## src/rtl/div16_seq_pkg.sv

```systemverilog
// Shared definitions for the sequential divider: FSM encoding and counter sizing.
package div16_seq_pkg;

    typedef enum logic [1:0] {
        StIdle = 2'b00,
        StRun  = 2'b01,
        StDone = 2'b10
    } state_e;

    // Iteration counter width for a given operand width.
    function automatic int unsigned cnt_width(input int unsigned width);
        return $clog2(width) + 1;
    endfunction

endpackage

```

## src/rtl/div16_seq_sub16.sv

```systemverilog
// Combinational WIDTH-bit subtractor with borrow out, used for the trial subtraction.
module sub16 #(
    parameter int unsigned WIDTH = 16
) (
    input  logic [WIDTH-1:0] i_a,
    input  logic [WIDTH-1:0] i_b,
    output logic [WIDTH-1:0] o_diff,
    output logic             o_borrow
);

    // Extend by one bit so the MSB of the result is the borrow.
    assign {o_borrow, o_diff} = {1'b0, i_a} - {1'b0, i_b};

endmodule

```

## src/rtl/div16_seq.sv

```systemverilog
// Sequential unsigned restoring divider: one quotient bit per clock.
module div16_seq
    import div16_seq_pkg::*;
#(
    parameter int unsigned WIDTH = 16
) (
    input  logic             clk,
    input  logic             reset,
    input  logic             start,
    input  logic [WIDTH-1:0] dividend,
    input  logic [WIDTH-1:0] divisor,
    output logic             busy,
    output logic             done,
    output logic [WIDTH-1:0] quotient,
    output logic [WIDTH-1:0] remainder,
    output logic             div_by_zero
);

    localparam int unsigned CntW = cnt_width(WIDTH);

    state_e           r_state;
    state_e           w_state_next;
    logic [CntW-1:0]  r_cnt;
    logic [CntW-1:0]  w_cnt_next;
    logic [WIDTH-1:0] r_quo;
    logic [WIDTH-1:0] w_quo_next;
    logic [WIDTH-1:0] r_rem;
    logic [WIDTH-1:0] w_rem_next;
    logic [WIDTH-1:0] r_dvs;
    logic [WIDTH-1:0] w_dvs_next;
    logic             r_dbz;
    logic             w_dbz_next;

    // {rem, quo} shifted left by one; bit WIDTH is the bit shifted out of rem.
    logic [WIDTH:0]   w_rem_sh;
    logic [WIDTH-1:0] w_diff;
    logic             w_borrow_lo;
    logic             w_borrow;

    assign w_rem_sh = {r_rem, r_quo[WIDTH-1]};

    sub16 #(
        .WIDTH (WIDTH)
    ) u_sub (
        .i_a      (w_rem_sh[WIDTH-1:0]),
        .i_b      (r_dvs),
        .o_diff   (w_diff),
        .o_borrow (w_borrow_lo)
    );

    // A set top bit of the shifted remainder cancels the low-part borrow.
    assign w_borrow = w_borrow_lo & ~w_rem_sh[WIDTH];

    // Next-state, operand capture and one restoring step per RUN cycle.
    always_comb begin
        w_state_next = r_state;
        w_cnt_next   = r_cnt;
        w_quo_next   = r_quo;
        w_rem_next   = r_rem;
        w_dvs_next   = r_dvs;
        w_dbz_next   = r_dbz;
        unique case (r_state)
            StIdle: begin
                if (start) begin
                    w_dvs_next = divisor;
                    w_cnt_next = '0;
                    if (divisor == '0) begin
                        w_dbz_next   = 1'b1;
                        w_quo_next   = {WIDTH{1'b1}};
                        w_rem_next   = dividend;
                        w_state_next = StDone;
                    end else begin
                        w_dbz_next   = 1'b0;
                        w_quo_next   = dividend;
                        w_rem_next   = '0;
                        w_state_next = StRun;
                    end
                end
            end
            StRun: begin
                if (w_borrow) begin
                    w_rem_next = w_rem_sh[WIDTH-1:0];
                    w_quo_next = {r_quo[WIDTH-2:0], 1'b0};
                end else begin
                    w_rem_next = w_diff;
                    w_quo_next = {r_quo[WIDTH-2:0], 1'b1};
                end
                w_cnt_next = r_cnt + CntW'(1);
                if (r_cnt == CntW'(WIDTH - 1)) begin
                    w_state_next = StDone;
                end
            end
            StDone: begin
                w_state_next = StIdle;
            end
            default: begin
                w_state_next = StIdle;
            end
        endcase
    end

    // State and datapath registers with asynchronous clear.
    always_ff @(posedge clk or posedge reset) begin
        if (reset) begin
            r_state <= StIdle;
            r_cnt   <= '0;
            r_quo   <= '0;
            r_rem   <= '0;
            r_dvs   <= '0;
            r_dbz   <= 1'b0;
        end else begin
            r_state <= w_state_next;
            r_cnt   <= w_cnt_next;
            r_quo   <= w_quo_next;
            r_rem   <= w_rem_next;
            r_dvs   <= w_dvs_next;
            r_dbz   <= w_dbz_next;
        end
    end

    assign busy        = (r_state == StRun);
    assign done        = (r_state == StDone);
    assign quotient    = r_quo;
    assign remainder   = r_rem;
    assign div_by_zero = r_dbz;

endmodule
```

## config.mk

```make
export PLATFORM = sky130hd
export DESIGN_NAME = div16_seq
export DESIGN_NICKNAME = d
export VERILOG_FILES = /design/src/rtl/div16_seq_pkg.sv /design/src/rtl/div16_seq_sub16.sv /design/src/rtl/div16_seq.sv
export SDC_FILE = /design/constraint.sdc
export NUM_CORES = 1
export LEC_CHECK = 0
export ABC_AREA = 1
export BUFFER_PORTS_ARGS = -buffer_cell sky130_fd_sc_hd__buf_2
export CELL_PAD_IN_SITES_DETAIL_PLACEMENT = 2
export CELL_PAD_IN_SITES_GLOBAL_PLACEMENT = 2
export CORE_ASPECT_RATIO = 2
export CORE_MARGIN = 2
export CORE_UTILIZATION = 28
export CTS_BUF_LIST = sky130_fd_sc_hd__clkbuf_4 sky130_fd_sc_hd__clkbuf_8 sky130_fd_sc_hd__clkbuf_16
export DETAILED_ROUTE_END_ITERATION = 10
export PLACE_DENSITY_LB_ADDON = 0.1
export SYNTH_ARGS = -nofsm -noshare
export SYNTH_HDL_FRONTEND = slang
export SYNTH_SLANG_ARGS = --single-unit
```

## constraint.sdc

```tcl
create_clock -name clk -period 2 [get_ports clk]
set_clock_uncertainty 0.1 [all_clocks]
set_input_delay 0.2 -clock clk [delete_from_list [all_inputs] [get_ports clk]]
set_output_delay 0.2 -clock clk [all_outputs]
set_load 0.03 [all_outputs]
```

==> reports/metrics.yaml <==
sta:
  setup_violations: 17
  period_needed_ps: 2190
  slew_violations: 0
  holdWs_ps: 24.0
  max_freq_mhz: 456
  hold_viol: 0
  timing.final.ws_setup_ps: -195
  slew_headroom: 0.668
  period_share: 1.10
  setup_tns_ps: -2490
  worstMarginPinSlew_ps: 494
  rsz0062_at_grt: "yes"
detailed_routing:
  drt_iter0_drc: 99
  viasPerCell: 4.86
  route.met2.wl_mm: 8.88
  dr.pass1.iters: 4
  drc: 0
  wl_met3_um: 226
  highest_layer: "met4"
  antenna_left: 0
  route.detailed.wl_per_inst_um: 18.1
  route.vias.total: 4021
  wl_met1_mm: 5.57
  wl_mm: 15.0
critical_path:
  cp_max_fo: 5
  cp_num_buf_inv: 4
  crit_chain: "inv_2 -> ha_4 -> fa_2 -> inv_2 -> nand2_2 -> nand2_2 -> nand3_2 -> nand2_2 -> nand2_2 -> nand3_4 -> nor2_4 -> buf_12 -> nand2_4 -> nand3_2 -> nand2_2 -> inv_2"
  rr_worst_depth: 16
  cpLargestDelayFamily: "simple AND/OR/NAND/NOR gates"
  crit_path_frequent_cell: "nand2_2"
  worstSetupEndpointType: "flip-flop"
  cp-start-kind: "flip-flop"
  worstReg2RegEnd: "remainder[4]"
  critPathRequiredTime_ps: 2100
  ff2ff_setup_slack_ps: -190
  reg2reg_from: "quotient[15]"
  cp_slowest_cell: "dfrtp_2"
  cp_data_arrival_time_ps: 2290
  crit_type: "reg -> reg"
  max_stage_delay_ps: 380
floorplanning:
  dieHeight_um: 169
  row_count: 60
  io_pins: 70
  core_um2: 13400
  initial_core_util: 0.284
  die_area_um2: 14500
  die-width_um: 86.3
final_layout:
  multi_input_area_um2: 2240
  antenna_cells: 0
  nets: 726
  n_fill_cell: 1599
  drive_gt1_frac: 0.376
  area_growth_pct: 39.6
  regArea_um2: 1400
  stdcell_area_um2: 5290
hold_path:
  worstHoldEndpoint: "r_dvs[14]"
  whs_path_depth: 3
  hold_path.startpoint: "divisor[14]"
  hold_path.class: "in -> reg"
clocking:
  cts_buffers: 5
  clock_path_buffers: 2
  cts_root_buf: "clkbuf_16"
  cts_tree: "done"
  h-tree-depth: 2
  clock_sinks: 56
  insertion_delay_ps: 310
  path_clk_slew_ps: 80
synthesis:
  ys_warn_count: 0
  synth_top_area_frac: 0.370
  syn_nets: 588
  synth-seq-cells: 56
  synth_cells: 534
  ys_top_cells_by_area: "dfrtp_1 (37%), nand2_1 (14%), inv_1 (7.5%)"
  netlist_area_um2: 3790
  synth.distinct_cells: 34
  yosys.area.top_type: "dfrtp_1"
  ys_seq_area_frac: 0.370
  syn_area_per_cell_um2: 7.10
placed_design:
  dp_hpwl_mm: 12.1
  port-buffer-count: 69
  place.gp.congestion: 0.827
  dp_slack_ps: -285
  placed_area_um2: 4820
global_route:
  grt_pass1_wl_mm: 23.9
  antenna_found_initial: 0
  grt_use_total: 0.213
  grt_max_degree: 30
  grt_overflow_total: 0
  grt_pass1_vias: 4604
outcome:
  failed_checks: "setup timing"
  status: "complete, but fails checks"
flow_run:
  maxCapViolCount: 0
[how the worst max path moves through the flow]
stage,from,end,slack (ps),cells past startpoint
after floorplan,quotient[15],remainder[4],-140,16
after global placement,r_dvs[0],remainder[3],-190,15
after detailed placement,r_dvs[0],remainder[15],-290,14
after CTS,quotient[15],remainder[2],-190,16
after global routing,quotient[15],remainder[1],-300,16
final,quotient[15],remainder[4],-190,16
[routing by layer]
| layer | track usage | up-vias |
|---|---|---|
| li1 | - | 1961 |
| met1 | 0.219 | 1983 |
| met2 | 0.435 | 60 |
| met3 | 0.0141 | 17 |
| met4 | 0.0707 | 0 |
| met5 | 0 | - |
[logic make-up (layout without fill, tap and decap cells)]
group,after synthesis,in the layout,synth area share
AND/OR/NAND/NOR,268,268,0.319
buffers and inverters,98,237,0.103
AO/OA/AOI/OAI,86,86,0.127
flip-flops,56,56,0.370
adder cells (fa/ha/maj),19,19,0.0647
XOR/XNOR,7,7,0.0162
[cell usage after synthesis, drive strengths merged]
| master | instances |
|---|---|
| a21oi | 47 |
| a22o | 1 |
| a32o | 1 |
| and2 | 1 |
| and3 | 1 |
| buf | 7 |
| clkbuf | 7 |
| dfrtp | 56 |
| fa | 1 |
| ha | 18 |
| inv | 84 |
| nand2 | 153 |
| nand3 | 34 |
| nand4 | 1 |
| nor2 | 66 |
| nor3 | 2 |
| nor4 | 1 |
| o21ai | 19 |
| o21bai | 1 |
| o221a | 1 |
| o22ai | 16 |
| or2 | 9 |
| xnor2 | 4 |
| xor2 | 3 |
[timing repair]
| item | 4_1_cts | 5_1_grt |
|---|---|---|
| endpoints found under the setup margin | 17 | 21 |
| gates cloned | 1 | 0 |
| gates resized for setup | 34 | 20 |
| setup buffers | 8 | 2 |
| pin swaps | 20 | 19 |
| hold endpoints to repair | 15 | 0 |
| hold buffers | 1 | 0 |
[registers in the layout (all words and copies together), names as in the netlist]
signal,flops
quotient,16
r_dvs,16
remainder,16
r_cnt,5
r_state,2
div_by_zero,1
[worst min-delay path: stages]
cell,delay [ps]
buf_2,90
nand2_1,40
o21ai_0,60
[metrics by stage]
| stage | instances | utilization |
|---|---|---|
| 2_1_floorplan | 534 | - |
| 3_3_place_gp | 808 | 0.360 |
| 3_5_place_dp | 808 | 0.360 |
| 4_1_cts | 826 | 0.389 |
| 5_1_grt | 828 | 0.396 |
| 6_report | 828 | 0.396 |
[cell type report]
type / count / share of cell area
multi-input cells: 380 / 0.423
flip-flops and latches: 56 / 0.265
repair buffers: 145 / 0.187
inverters: 84 / 0.0605
well taps: 155 / 0.0366
clock buffers: 6 / 0.0251
clock inverters: 2 / 0.00307
[placed cells by master, fill, tap and decap left out, types with 6 or more instances in the layout]
cell type and count:
a21oi_1 41, buf_2 69, buf_4 69, clkbuf_16 6, dfrtp_1 54, ha_1 12, inv_1 70, inv_2 13
nand2_1 122, nand2_2 24, nand2_4 7, nand3_1 14, nand3_2 19, nor2_1 57, o21ai_0 19, o22ai_1 16
or2_2 8
Power is not shown: default switching activity piles up to over one toggle a cycle in this logic, so the estimate is an artifact.
